<file path="config.mk">
export PLATFORM = sky130hd
export DESIGN_NAME = intra_block_fetch_flat
export DESIGN_NICKNAME = d
export VERILOG_FILES = /design/src/rtl/intra_block_fetch_if.sv /design/src/rtl/intra_block_fetch.sv /design/src/flat_wrapper.sv
export SDC_FILE = /design/constraint.sdc
export NUM_CORES = 1
export LEC_CHECK = 0
export ABC_AREA = 1
export CORE_MARGIN = 2
export CORE_UTILIZATION = 40
export DETAILED_ROUTE_END_ITERATION = 6
export GPL_TIMING_DRIVEN = 0
export PLACE_DENSITY = 0.77
export SYNTH_ARGS = -nofsm -noshare
export SYNTH_HDL_FRONTEND = slang
export SYNTH_SLANG_ARGS = --single-unit
</file>
<file path="constraint.sdc">
create_clock -name clk -period 6.08 [get_ports clk]
set_clock_uncertainty 0.05 [all_clocks]
set_input_delay 0.608 -clock clk [delete_from_list [all_inputs] [get_ports clk]]
set_output_delay 0.608 -clock clk [all_outputs]
set_load 0.01 [all_outputs]
</file>
<file path="src/rtl/intra_block_fetch_if.sv">
// Request, frame-memory and output-stream signals of intra_block_fetch.
// The fetcher takes the slave side; the requester/consumer side is the master.
interface intra_block_fetch_if #(
  parameter int ADDR_W = 18
) ();
  logic              req_valid;
  logic              req_ready;
  logic [31:0]       req_mbnumber;
  logic              req_size8;
  logic              mem_rd_en;
  logic [ADDR_W-1:0] mem_addr;
  logic [31:0]       mem_rdata;
  logic              out_valid;
  logic              out_ready;
  logic [31:0]       out_data;
  logic [1:0]        out_kind;
  logic              out_last;
  logic              err;

  modport slave (
    input  req_valid, req_mbnumber, req_size8, mem_rdata, out_ready,
    output req_ready, mem_rd_en, mem_addr, out_valid, out_data, out_kind, out_last, err
  );

  modport master (
    output req_valid, req_mbnumber, req_size8, mem_rdata, out_ready,
    input  req_ready, mem_rd_en, mem_addr, out_valid, out_data, out_kind, out_last, err
  );
endinterface

</file>
<file path="src/rtl/intra_block_fetch.sv">
// Fetches one 4x4/8x8 block plus its top, top-left and left neighbours from
// frame memory and emits them as a tagged 32-bit valid/ready word stream.
module intra_block_fetch #(
  parameter int FRAME_W   = 1280,
  parameter int FRAME_H   = 720,
  parameter int ADDR_W    = 18,
  parameter int BASE_ADDR = 0
) (
  input  logic               clk,
  input  logic               reset,
  intra_block_fetch_if.slave bus
);
  localparam int PITCH = FRAME_W / 4;

  typedef enum logic [1:0] {S_IDLE, S_ISSUE, S_WAIT, S_SEND} state_t;
  typedef enum logic [1:0] {K_BLOCK = 2'd0, K_TOP = 2'd1, K_TL = 2'd2, K_LEFT = 2'd3} kind_t;

  state_t      r_state, w_state_nxt;
  kind_t       r_kind, w_kind_nxt, w_enter_kind, w_next_kind;
  logic [15:0] r_row, r_col;
  logic        r_size8;
  logic [3:0]  r_idx, w_idx_nxt, w_idx_max;
  logic [1:0]  r_sub, w_sub_nxt;
  logic [31:0] r_data, w_data_nxt;
  logic        r_err, w_err_nxt;
  logic        w_accept, w_req_ok, w_enter, w_enter_avail;
  logic        w_top_avail, w_left_avail, w_item_end, w_last;
  logic [15:0] w_req_row, w_req_col, w_mrow, w_cw;
  logic [ADDR_W-1:0] w_addr;

  function automatic logic item_avail(kind_t k, logic top, logic left);
    case (k)
      K_TOP:   return top;
      K_TL:    return top & left;
      K_LEFT:  return left;
      default: return 1'b1;
    endcase
  endfunction

  assign w_req_row    = bus.req_mbnumber[31:16];
  assign w_req_col    = bus.req_mbnumber[15:0];
  assign w_accept     = bus.req_valid && (r_state == S_IDLE);
  assign w_top_avail  = |r_row;
  assign w_left_avail = |r_col;

  // NOTE: every always_comb output gets a default first so no path can infer a latch.
  always_comb begin
    w_req_ok = ({16'd0, w_req_col} < 32'(FRAME_W)) &&
               ({16'd0, w_req_row} + (bus.req_size8 ? 32'd8 : 32'd4) <= 32'(FRAME_H));
    if (bus.req_size8) w_req_ok = w_req_ok && (w_req_col[2:0] == 3'd0) && (w_req_row[2:0] == 3'd0);
    else               w_req_ok = w_req_ok && (w_req_col[1:0] == 2'd0) && (w_req_row[1:0] == 2'd0);
  end

  // Words per item minus one, and the item that follows the current one.
  always_comb begin
    w_idx_max   = r_size8 ? 4'd15 : 4'd3;
    w_next_kind = K_BLOCK;
    case (r_kind)
      K_TOP:   begin w_idx_max = r_size8 ? 4'd1 : 4'd0; w_next_kind = K_TL; end
      K_TL:    begin w_idx_max = 4'd0; w_next_kind = K_LEFT; end
      K_LEFT:  w_idx_max = r_size8 ? 4'd1 : 4'd0;
      default: ;
    endcase
  end

  assign w_item_end = (r_idx == w_idx_max);
  assign w_last     = (r_kind == K_BLOCK) && w_item_end;

  // Pixel row and word column of the current read; left/top-left use column col-4.
  always_comb begin
    w_mrow = r_row;
    w_cw   = (r_col >> 2) - 16'd1;
    case (r_kind)
      K_TOP:  begin w_mrow = r_row - 16'd1; w_cw = (r_col >> 2) + {12'd0, r_idx}; end
      K_TL:   w_mrow = r_row - 16'd1;
      K_LEFT: w_mrow = r_row + {12'd0, r_idx[1:0], r_sub};
      default: begin
        w_mrow = r_row + (r_size8 ? {13'd0, r_idx[3:1]} : {12'd0, r_idx});
        w_cw   = (r_col >> 2) + (r_size8 ? {15'd0, r_idx[0]} : 16'd0);
      end
    endcase
    w_addr = ADDR_W'(32'(BASE_ADDR) + {16'd0, w_mrow} * 32'(PITCH) + {16'd0, w_cw});
  end

  always_comb begin
    w_state_nxt   = r_state;
    w_kind_nxt    = r_kind;
    w_idx_nxt     = r_idx;
    w_sub_nxt     = r_sub;
    w_data_nxt    = r_data;
    w_err_nxt     = 1'b0;
    w_enter       = 1'b0;
    w_enter_kind  = r_kind;
    w_enter_avail = 1'b0;
    case (r_state)
      S_IDLE: begin
        if (w_accept && w_req_ok) begin
          w_enter       = 1'b1;
          w_enter_kind  = K_TOP;
          w_enter_avail = |w_req_row;
          w_idx_nxt     = 4'd0;
        end else if (w_accept) begin
          w_err_nxt = 1'b1;
        end
      end
      S_ISSUE: w_state_nxt = S_WAIT;
      S_WAIT: begin
        case (r_kind)
          K_TL:    w_data_nxt = {24'd0, bus.mem_rdata[31:24]};
          K_LEFT:  w_data_nxt[{r_sub, 3'b000} +: 8] = bus.mem_rdata[31:24];
          default: w_data_nxt = bus.mem_rdata;
        endcase
        // Each left word gathers four single-pixel reads before it is sent.
        if (r_kind == K_LEFT && r_sub != 2'd3) begin
          w_state_nxt = S_ISSUE;
          w_sub_nxt   = r_sub + 2'd1;
        end else begin
          w_state_nxt = S_SEND;
        end
      end
      S_SEND: begin
        if (bus.out_ready) begin
          if (w_last) begin
            w_state_nxt = S_IDLE;
          end else if (w_item_end) begin
            w_enter       = 1'b1;
            w_enter_kind  = w_next_kind;
            w_enter_avail = item_avail(w_next_kind, w_top_avail, w_left_avail);
            w_idx_nxt     = 4'd0;
          end else begin
            w_enter       = 1'b1;
            w_enter_avail = item_avail(r_kind, w_top_avail, w_left_avail);
            w_idx_nxt     = r_idx + 4'd1;
          end
        end
      end
      default: w_state_nxt = S_IDLE;
    endcase

    // Unavailable neighbours skip the memory and go straight out as mid-grey.
    if (w_enter) begin
      w_kind_nxt = w_enter_kind;
      w_sub_nxt  = 2'd0;
      if (w_enter_avail) begin
        w_state_nxt = S_ISSUE;
      end else begin
        w_state_nxt = S_SEND;
        w_data_nxt  = (w_enter_kind == K_TL) ? 32'h0000_0080 : 32'h8080_8080;
      end
    end
  end

  // NOTE: sequential state uses non-blocking assignments only, so every register samples pre-edge values.
  always_ff @(posedge clk) begin
    if (reset) begin
      r_state <= S_IDLE;
      r_kind  <= K_BLOCK;
      r_idx   <= 4'd0;
      r_sub   <= 2'd0;
      r_data  <= 32'd0;
      r_err   <= 1'b0;
      r_row   <= 16'd0;
      r_col   <= 16'd0;
      r_size8 <= 1'b0;
    end else begin
      r_state <= w_state_nxt;
      r_kind  <= w_kind_nxt;
      r_idx   <= w_idx_nxt;
      r_sub   <= w_sub_nxt;
      r_data  <= w_data_nxt;
      r_err   <= w_err_nxt;
      if (w_accept && w_req_ok) begin
        r_row   <= w_req_row;
        r_col   <= w_req_col;
        r_size8 <= bus.req_size8;
      end
    end
  end

  assign bus.req_ready = (r_state == S_IDLE);
  assign bus.mem_rd_en = (r_state == S_ISSUE);
  assign bus.mem_addr  = (r_state == S_ISSUE) ? w_addr : '0;
  assign bus.out_valid = (r_state == S_SEND);
  assign bus.out_data  = r_data;
  assign bus.out_kind  = r_kind;
  assign bus.out_last  = (r_state == S_SEND) && w_last;
  assign bus.err       = r_err;
endmodule

</file>
<file path="src/flat_wrapper.sv">
// flat-port wrapper written by rule: the top's interface ports become plain ports
module intra_block_fetch_flat 
#(
  parameter int FRAME_W   = 1280,
  parameter int FRAME_H   = 720,
  parameter int ADDR_W    = 18,
  parameter int BASE_ADDR = 0
)
  (clk, reset, bus_req_valid, bus_req_mbnumber, bus_req_size8, bus_mem_rdata, bus_out_ready, bus_req_ready, bus_mem_rd_en, bus_mem_addr, bus_out_valid, bus_out_data, bus_out_kind, bus_out_last, bus_err);
  intra_block_fetch_if #(.ADDR_W(ADDR_W)) bus_i ();
  input  logic clk;
  input  logic reset;
  input wire logic [$bits(bus_i.req_valid)-1:0] bus_req_valid;
  input wire logic [$bits(bus_i.req_mbnumber)-1:0] bus_req_mbnumber;
  input wire logic [$bits(bus_i.req_size8)-1:0] bus_req_size8;
  input wire logic [$bits(bus_i.mem_rdata)-1:0] bus_mem_rdata;
  input wire logic [$bits(bus_i.out_ready)-1:0] bus_out_ready;
  output wire logic [$bits(bus_i.req_ready)-1:0] bus_req_ready;
  output wire logic [$bits(bus_i.mem_rd_en)-1:0] bus_mem_rd_en;
  output wire logic [$bits(bus_i.mem_addr)-1:0] bus_mem_addr;
  output wire logic [$bits(bus_i.out_valid)-1:0] bus_out_valid;
  output wire logic [$bits(bus_i.out_data)-1:0] bus_out_data;
  output wire logic [$bits(bus_i.out_kind)-1:0] bus_out_kind;
  output wire logic [$bits(bus_i.out_last)-1:0] bus_out_last;
  output wire logic [$bits(bus_i.err)-1:0] bus_err;
  assign bus_i.req_valid = bus_req_valid;
  assign bus_i.req_mbnumber = bus_req_mbnumber;
  assign bus_i.req_size8 = bus_req_size8;
  assign bus_i.mem_rdata = bus_mem_rdata;
  assign bus_i.out_ready = bus_out_ready;
  assign bus_req_ready = bus_i.req_ready;
  assign bus_mem_rd_en = bus_i.mem_rd_en;
  assign bus_mem_addr = bus_i.mem_addr;
  assign bus_out_valid = bus_i.out_valid;
  assign bus_out_data = bus_i.out_data;
  assign bus_out_kind = bus_i.out_kind;
  assign bus_out_last = bus_i.out_last;
  assign bus_err = bus_i.err;
  intra_block_fetch #(.FRAME_W(FRAME_W), .FRAME_H(FRAME_H), .ADDR_W(ADDR_W), .BASE_ADDR(BASE_ADDR)) u_core (.clk(clk), .reset(reset), .bus(bus_i));
endmodule
</file>
After elaboration in Yosys (flattened, before gate mapping)
Index checks and enable logic that the tools add are counted.
- bits of input ports: 69
- memories: 0
- ROM bits: 0
- flip-flop bits (word level): 76
- logic and storage cells: 118
- RAM bits: 0
- output and inout port bits: 57
- latch bits: 0
- equal/unequal tests: 17
- div/mod/pow operators: 0
- $lt $le $gt $ge: 2
- multiply operators: 1
- add/subtract/negate cells: 11
- bitwise gates (word level): 2
- shift-type cells: 2
- mux-type cells: 45
- reduce and logical (&&, ||, !) cells: 29
- operator list (operator ; count):
    $mux 32 ; 4
    $pmux 16 s2 ; 2
    $pmux 32 s2 ; 1
    $reduce_or 16->1 ; 3
    $add 16x32->32 ; 1
    $bwmux 32 ; 1
    $le 32x10->1 const B ; 1
    $shift 8x7->32 const A ; 1
    $shiftx 8x7->32 ; 1
    $mux 4 ; 7
    $add 18x16->18 ; 1
    $mux 18 ; 1
    $mux 2 ; 9
    $add 14x16->16 ; 1
    $add 16x16->16 ; 1
    $add 16x4->16 ; 1
    $lt 16x11->1 const B ; 1
    $mul 16x3->12 const B ; 1
    $pmux 4 s2 ; 2
    $sub 16x1->16 const B ; 1
    $add 14x4->15 ; 1
    $sub 14x1->15 const B ; 1
    $eq 2x2->1 const B ; 7
    $mux 1 ; 11
    25 further kinds ; 48

Depth between registers and ports, before layout
Gate-level depths: netlist of run 1.
- depth in word-level cells: 14
- depth in mapped cells: 33
- gate-level depth less buffers: 33

Worst setup path before layout of run 1
Ideal clock, no wire load.
- path kind: register -> output
- start: register u_core.r_kind[0], in the netlist u_core.bus.out_kind[0]
- end: output port bus_mem_addr[16]
- arrival time: 5.292 ns
- path slack: 0.130 ns
- data required time: 5.422 ns
- stages on the path, launching flop included: 27
- path buffers: 0
- cell sequence: dfxtp_1 -> inv_1 -> ha_1 -> nor2_1 -> a221oi_1 -> ha_1 -> inv_1 -> fa_1 -> inv_1 -> a31o_2 -> xor2_1 -> inv_1 -> ha_1 -> inv_1 -> fa_1 -> o21ai_0 -> a21oi_1 -> o21ai_0 -> xnor2_1 -> inv_1 -> ha_1 -> nand2_1 -> nor3_1 -> nand3_1 -> o2111ai_1 -> o21ai_0 -> a21oi_1
- cells in the longest elaborated chain, start to end: 6
- elaborated cells between the ends (all ways): 10
- classes of those cells: add/sub: 1; mul: 1; eq/ne: 3; mux: 3; reduce/logical: 2
- ends and longest elaborated chain (item ; RTL line ; text):
    start, declared ; intra_block_fetch.sv:19 ; kind_t r_kind, w_kind_nxt, w_enter_kind, w_next_kind;
    start signal, assigned ; intra_block_fetch.sv:167 ; r_kind <= w_kind_nxt;
    $eq 2x1->1 or $eq 2x2->1 (tied branches) ; intra_block_fetch.sv:73 ; case (r_kind)
    $reduce_or 2->1 (no source line) ; - ;
    $pmux 16 s2 ; intra_block_fetch.sv:73 ;
    $mul 16x3->12 ; intra_block_fetch.sv:82 ; w_addr = ADDR_W'(32'(BASE_ADDR) + {16'd0, w_mrow} * 32'(PITCH) + {16'd0, w_cw});
    $add 18x16->18 (*) ; intra_block_fetch.sv:82 ;
    $mux 18 (*) ; intra_block_fetch.sv:182 ; assign bus.mem_addr = (r_state == S_ISSUE) ? w_addr : '0;
    end, declared ; flat_wrapper.sv:20 ; output wire logic [$bits(bus_i.mem_addr)-1:0] bus_mem_addr;
Mark *: on every way between the ends. The rest lies on a longest branch, timed or not.

Worst setup path after layout of run 1
- start: register u_core.r_kind[1], in the netlist u_core.bus.out_kind[1]
- end: output port bus_mem_addr[11]
Same word-level chain as after synthesis.

==> summary.txt, run 1 <==
Run status
  – Outcome: finished clean

Finish
  – NumNets Final: 1369
  – Most frequent cells in the layout: nand2_1 (160), inv_1 (147), nor2_1 (130)
  – Share of cells above drive strength 1: 10.3%
  – Ant. Diodes: 0
  – Layout area overhead: 33.6%
  – Core Util, Final: 54.0%
  – Commonest non-fill, non-tap cell in the layout: nand2_1
  – Fill count: 1684
  – Final instance area: 0.00924 mm²

Worst setup path
  – Largest stage delay, worst path: 0.57 ns
  – Worst setup SP type: register
  – Cell breakdown of the critical path: clkinvlp_4 > ha_4 > nor2_4 > a221oi_2 > ha_2 > inv_2 > fa_2 > inv_2 > a31o_4 > xor2_2 > inv_2 > ha_4 > inv_2 > fa_2 > inv_1 > ha_1 > a21oi_1 > o21ai_2 > a21oi_2 > o21ai_0 > a21oi_1 > clkdlybuf4s50_1
  – Crit Path Max Fanout: 6
  – CP max-delay cell: clkdlybuf4s50_1
  – Most used cell, CP: inv_2
  – Required time of the critical path: 5.42 ns
  – R2R Path Start: u_core.r_sub[0]$_SDFFE_PP0P_
  – Worst Setup SP: u_core.bus.out_kind[1]$_SDFFE_PP0N_
  – Kind of critical path: register to primary output
  – CP Capture Type: primary output
  – RR Endpoint: u_core.bus.out_data[23]$_SDFF_PP0_
  – Reg2Reg Depth: 9
  – R2r setup slk: 3.07 ns
  – Crit path DAT: 5.22 ns

Hold path
  – Hold path startpoint: u_core.r_row[13]$_SDFFE_PP0P_
  – Worst hold stages: 2
  – Hold Path Sink: u_core.r_row[13]$_SDFFE_PP0P_
  – HP Class: register to register

Logic synthesis
  – Synthesized net count: 1214
  – Synth Area per Inst: 6.42 µm²
  – Sequential cell area fraction in the yosys report: 22.0%
  – Area contributors post-synth: dfxtp_1 (22%), ha_1 (11%), nand2_1 (9.0%)
  – Yosys cell types: 50
  – Cell area after synthesis: 0.00691 mm²
  – Warnings, synthesis: 0
  – Cell taking the most area after synthesis: dfxtp_1
  – Yosys top cell area share: 22.0%
  – Cells after Synth: 1077
  – Register bit total from synthesis: 76

Placed design
  – Routability congestion estimate: 0.931
  – Post-DP Area: 0.00844 mm²
  – Buffers added on ports: 125
  – Hpwl dp: 17400 µm
  – Dpl ws: -1.19 ns

Timing
  – Final setup violation count: 0
  – Max frequency: 0.170 GHz
  – Final Hold Fails: 0
  – Fin crit period: 5.88 ns
  – Final Cycle Share: 96.8%
  – Setup WS post-layout: 0.198 ns
  – Setup TNS Final: 0 ns
  – RSZ-0062 raised after global routing: yes
  – Slew @ Worst Pin: 0.870 ns
  – Worst rel slew slack: 41.5%
  – Final Slew Violations: 0

Routing
  – Via count: 8027
  – DR pass1 iterations: 5
  – # DRC: 0
  – Vias per inst: 5.49
  – Drt total wl: 23200 µm
  – Iteration-0 DRC Markers: 567
  – Wire per inst: 15.8 µm
  – Routed Antenna Nets: 0

Pwr
  – Maximum ir drop on the vdd rail: 0.153 mV
  – Total leakage power: 4.06 nW
  – Pwr Density: 243 mW/mm²
  – Logic gate share of total power: 47.4%
  – Flop pwr share: 28.3%
  – Switch share: 39.6%
  – NetSw: 0.889 mW
  – Clk network pwr share: 24.3%
  – Internal Pwr Total: 1.35 mW

Clock network
  – CTS Buf Count: 9
  – Clk sinks: 76
  – Root Driver: clkbuf_16
  – CTS H-tree lvls: 3
  – Worst-Skew Late Latency: 0.35 ns
  – Clock Pin Slew Worst Setup and Hold Paths: 0.06 ns
  – CTS tree: yes
  – Longest Clk Path Bufs: 2

GRT
  – GRT overflow: 0
  – Largest net degree at the start of global routing: 14
  – Initial antenna violation count: 0
  – First-pass GRT wire length: 36200 µm
  – Number of global-route vias before repair: 7514
  – Total GRT Usage: 24.6%

Die
  – Starting Density: 40.4%
  – Rows: 48
  – Std-Cell Core Area: 0.0171 mm²
  – Top-level I/O count: 126
  – Die area: 0.0183 mm²
  – Die X: 135 µm
  – Die height: 135 µm

Run
  – Max_cap viols: 0
-- state kept, by name, indices dropped and copies added (netlist names) --
signal / count
u_core.bus.out_data: 32
u_core.r_col: 16
u_core.r_row: 16
u_core.r_idx: 4
u_core.bus.out_kind: 2
u_core.r_state: 2
u_core.r_sub: 2
u_core.bus.err: 1
u_core.r_size8: 1
-- critical path: cells and delay by family, from the launching register on --
family | cells | cell delay (ns)
AOI/OAI and AO/OA | 7 | 1.18
xor gates and xnor gates | 1 | 0.17
adders and majority gates | 6 | 2.09
buffers and inverters | 7 | 1.00
DFF | 1 | 0.39
and+or+nand+nor | 1 | 0.05
-- power groups by stage --
stage | Clock [mW] | Sequential [mW] | Combinational (mW)
2_1_floorplan | 0 | 0.656 | 0.554
3_3_place_gp | 0 | 0.641 | 0.940
3_5_place_dp | 0 | 0.639 | 0.954
4_1_cts | 0.546 | 0.633 | 0.984
5_1_grt | 0.571 | 0.642 | 1.16
6_report | 0.544 | 0.635 | 1.06
-- logic make-up after synthesis --
logic type	synth area share, %
simple gates	28.6
fa+ha+maj	12.9
compound gates	22.5
buf+inv	11.2
flops	22.0
xor+xnor	2.91
-- worst max path at each step --
stage	endpoint	slack [ns]	cells after the start
2_1_floorplan	bus_mem_addr[16]	0.13	26
3_3_place_gp	bus_mem_addr[17]	-1.14	29
3_5_place_dp	bus_mem_addr[17]	-1.19	29
4_1_cts	bus_mem_addr[16]	0.01	27
5_1_grt	bus_mem_addr[17]	-0.12	31
6_report	bus_mem_addr[11]	0.20	22
-- cell usage after synthesis, drive strengths merged --
cell       n
nor2     145
o311ai     3
or2        3
a21oi     97
o211a      1
ha        63
a211oi    12
a32oi      4
nor3      37
o2111ai    2
a22oi      3
xor2      13
buf        5
clkbuf    29
nor4       9
a31oi     10
clkinv     4
a31o       1
a21o       2
fa         5
nand3b     1
nand2    168
o22ai      7
nand3     74
xnor2     10
o21ai     84
a221oi    15
nand4     14
a311oi     1
inv      161
dfxtp     76
o21bai     5
o32ai      1
o211ai     5
o31ai      3
o221ai     4
-- metal layers --
metal | global-route usage [%] | routed length, µm | up-vias
li1 | - | - | 3949
met1 | 30.5 | 9770 | 3679
met2 | 43.4 | 11200 | 352
met3 | 4.49 | 1630 | 47
met4 | 7.58 | 592 | 0
met5 | 0 | 0 | -
-- stage by stage --
step                hold slack [ns]  power [mW]  std cells
finish                        0.408        2.24       1462
floorplan                     0.386        1.21       1077
global route                  0.428        2.37       1462
CTS                           0.409        2.16       1447
detailed placement            0.399        1.59       1427
global placement              0.394        1.58       1427
-- area by class of cell --
cell class	count	area, µm²	area share [%]
inverter	165	629	6.81
multi-input combinational	802	4960	53.7
timing repair buffer	145	1390	15.0
clock buffer	11	233	2.52
buffer	33	153	1.65
sequential	76	1530	16.6
clock inverter	5	60.1	0.650
tap	225	282	3.05
-- repair_timing --
action	4_1_cts	5_1_grt
pin swaps	5	29
hold buffers	0	0
gates resized for setup	42	53
setup endpoints to repair	8	7
setup buffers	5	15
(Power assumes the default switching activity.)
==> run 2, diff against run 1 <==
==> constraint.sdc (replaced) <==
create_clock -name clk -period 5 [get_ports clk]
set_clock_uncertainty 0.05 [all_clocks]
set_input_delay 0.5 -clock clk [delete_from_list [all_inputs] [get_ports clk]]
set_output_delay 0.5 -clock clk [all_outputs]
set_load 0.01 [all_outputs]
==> summary.txt, run 2 (synthesis results as in run 1) <==
GRT
  – First-pass GRT wire length: 37700 µm (+4.1%)
  – Initial antenna violation count: 0 (unchanged)
  – Largest net degree at the start of global routing: 13 (-1)
  – GRT overflow: 0 (unchanged)
  – Number of global-route vias before repair: 7777 (+3.5%)
  – Total GRT Usage: 25.4% (+0.80 points)

Placed design
  – Buffers added on ports: 125 (unchanged)
  – # placed instances: 1427 (unchanged)
  – Routability congestion estimate: 0.972 (+4.4%)
  – Hpwl dp: 17200 µm (-1.3%)

Pwr
  – Logic gate share of total power: 50.1% (+2.7 points)
  – Pwr Density: 285 mW/mm² (+17%)
  – NetSw: 1.09 mW (+23%)
  – Clk network pwr share: 21.7% (-2.6 points)
  – Maximum ir drop on the vdd rail: 0.248 mV (+62%)
  – Internal Pwr Total: 1.63 mW (+20%)
  – Switch share: 40.2% (+0.57 points)
  – Flop pwr share: 28.2% (about the same)
  – Total leakage power: 4.18 nW (+3.0%)

Die
  – Die height: 135 µm (unchanged)
  – Std-Cell Core Area: 0.0171 mm² (unchanged)
  – Top-level I/O count: 126 (unchanged)
  – Die area: 0.0183 mm² (unchanged)
  – Starting Density: 40.4% (unchanged)
  – Die X: 135 µm (unchanged)
  – Rows: 48 (unchanged)

Timing
  – Max frequency: 0.176 GHz
  – Slew @ Worst Pin: 0.886 ns (+0.0155 ns)
  – Final Slew Violations: 0 (unchanged)
  – RSZ-0062 raised after global routing: yes
  – Final setup violation count: 7 (+7)
  – Worst rel slew slack: 40.5% (-0.95 points)
  – Final Hold Fails: 0 (unchanged)
  – Setup WS post-layout: -0.682 ns (-0.879 ns)
  – Fin crit period: 5.68 ns
  – Final Cycle Share: 114%

Hold path
  – Hold Path Sink: u_core.r_row[12]$_SDFFE_PP0P_
  – Hold path startpoint: u_core.r_row[12]$_SDFFE_PP0P_
  – HP Class: register to register
  – Worst hold stages: 2 (unchanged)

Finish
  – Fill count: 1606 (-4.6%)
  – Core Util, Final: 55.8% (+1.8 points)
  – NumNets Final: 1386 (+1.2%)
  – Max reg flops: 32 (unchanged)
  – Ant. Diodes: 0 (unchanged)
  – Share of cells above drive strength 1: 14.7% (+4.3 points)
  – Most frequent cells in the layout: nand2_1 (156), inv_1 (145), nor2_1 (127)
  – Fin cells: 1477 (+1.0%)
  – Layout area overhead: 38.1%
  – Commonest non-fill, non-tap cell in the layout: nand2_1

Routing
  – Routed Antenna Nets: 0 (unchanged)
  – Via count: 8137 (+1.4%)
  – Iteration-0 DRC Markers: 600 (+5.8%)
  – # DRC: 0 (unchanged)
  – DR pass1 iterations: 5 (unchanged)
  – Vias per inst: 5.51 (+0.34%)
  – Wire per inst: 16.3 µm (+2.6%)
  – Drt total wl: 24000 µm (+3.7%)

Clock network
  – Clock Pin Slew Worst Setup and Hold Paths: 0.06 ns (about the same)
  – Root Driver: clkbuf_16
  – Worst-Skew Late Latency: 0.34 ns (about the same)
  – Clk sinks: 76 (unchanged)
  – Longest Clk Path Bufs: 2 (unchanged)
  – CTS tree: yes
  – CTS Buf Count: 9 (unchanged)
  – CTS H-tree lvls: 3 (unchanged)

Worst setup path
  – Worst setup SP type: register
  – Required time of the critical path: 4.45 ns (-0.97 ns)
  – Crit Path Max Fanout: 6 (unchanged)
  – Largest stage delay, worst path: 0.42 ns (-0.15 ns)
  – Worst Path Buf+Inv: 7 (unchanged)
  – CP top delay family: adder cells
  – CP Capture Type: primary output
  – Reg2Reg Depth: 8 (-1)
  – Crit path DAT: 5.13 ns (-0.09 ns)
  – CP max-delay cell: fa_2
  – R2r setup slk: 2.07 ns (-1.00 ns)
  – RR Endpoint: u_core.bus.out_data[30]$_SDFF_PP0_
  – Kind of critical path: register to primary output
  – R2R Path Start: u_core.r_sub[0]$_SDFFE_PP0P_
  – Most used cell, CP: inv_2

Run status
  – Outcome: finished with violations
  – Violated checks: setup timing

Run
  – Max_cap viols: 0 (unchanged)
-- run 2: cell count changes in the layout (fill, tap and decap cells not counted), moves of 4 or more --
cell	delta
a21oi_2	+6
buf_2	+5
a21oi_1	-6
nand2_1	-4
buf_4	+13
ha_1	-5
ha_4	+4
nand2_2	+4
-- run 2: power by group through the flow --
| stage | registers, mW | clock network (mW) | logic [mW] |
|---|---|---|---|
| after global routing | 0.777 | 0.623 | 1.48 |
| after detailed placement | 0.775 | 0 | 1.19 |
| after CTS | 0.765 | 0.590 | 1.28 |
| after floorplan | 0.798 | 0 | 0.705 |
| after global placement | 0.777 | 0 | 1.18 |
| final | 0.768 | 0.590 | 1.36 |
-- run 2: stage by stage --
| step | total power [mW] | cell area, µm² | setup TNS, ns | setup slack [ns] | hold WS, ns |
|---|---|---|---|---|---|
| 2_1_floorplan | 1.50 | 7040 | -0.0230 | -0.0127 | 0.386 |
| 3_3_place_gp | 1.95 | 8580 | -5.40 | -0.957 | 0.393 |
| 3_5_place_dp | 1.96 | 8580 | -5.65 | -1.01 | 0.399 |
| 4_1_cts | 2.64 | 9250 | -2.70 | -0.536 | 0.408 |
| 5_1_grt | 2.88 | 9540 | -4.82 | -0.901 | 0.436 |
| 6_report | 2.72 | 9540 | -3.29 | -0.682 | 0.409 |
-- run 2: repair_timing --
action	in CTS	in global routing
hold buffers	0	0
resized for setup	79	49
buffers inserted	27	9
pin swaps	43	35
setup endpoints to repair	9	10
-- run 2: final cells by class --
class                      count  area (µm²)  area share, %
buffer                        34         176           1.85
clock buffer                   9         225           2.36
clock inverter                 5        30.0          0.315
inverter                     165         632           6.62
multi-input combinational    802        5160           54.1
sequential                    76        1530           16.0
tap                          225         282           2.95
timing repair buffer         161        1510           15.8
-- run 2: worst min-delay path: stages, from the launching register on --
cell	delay, ns
dfxtp_1	0.31
nand3_1	0.07
inv_1	0.04
-- run 2: per-layer routing --
layer  wire length (µm)  track usage [%]
met3               1890             4.49
met5                  0                0
met4                780             10.1
met1               9720             31.3
met2              11600             44.1
-- run 2: worst max path at each step --
stage | start | to | slack (ns) | cells past startpoint
2_1_floorplan | u_core.bus.out_kind[0]$_SDFFE_PP0N_ | bus_mem_addr[17] | -0.01 | 30
3_3_place_gp | u_core.r_sub[0]$_SDFFE_PP0P_ | bus_mem_addr[17] | -0.96 | 28
3_5_place_dp | u_core.r_sub[0]$_SDFFE_PP0P_ | bus_mem_addr[17] | -1.01 | 30
4_1_cts | u_core.bus.out_kind[0]$_SDFFE_PP0N_ | bus_mem_addr[16] | -0.54 | 27
5_1_grt | u_core.bus.out_kind[1]$_SDFFE_PP0N_ | bus_mem_addr[16] | -0.90 | 29
6_report | u_core.bus.out_kind[0]$_SDFFE_PP0N_ | bus_mem_addr[17] | -0.68 | 28
==> run 3, diff against run 2 <==
--- a/config.mk
+++ b/config.mk
@@ -8,6 +8,7 @@
 export ABC_AREA = 1
 export CORE_MARGIN = 2
 export CORE_UTILIZATION = 40
+export CTS_CLUSTER_SIZE = 24
 export DETAILED_ROUTE_END_ITERATION = 6
 export GPL_TIMING_DRIVEN = 0
 export PLACE_DENSITY = 0.77
==> results of run 3 <==
Final layout, timing and power as in run 2 (identical DEF).
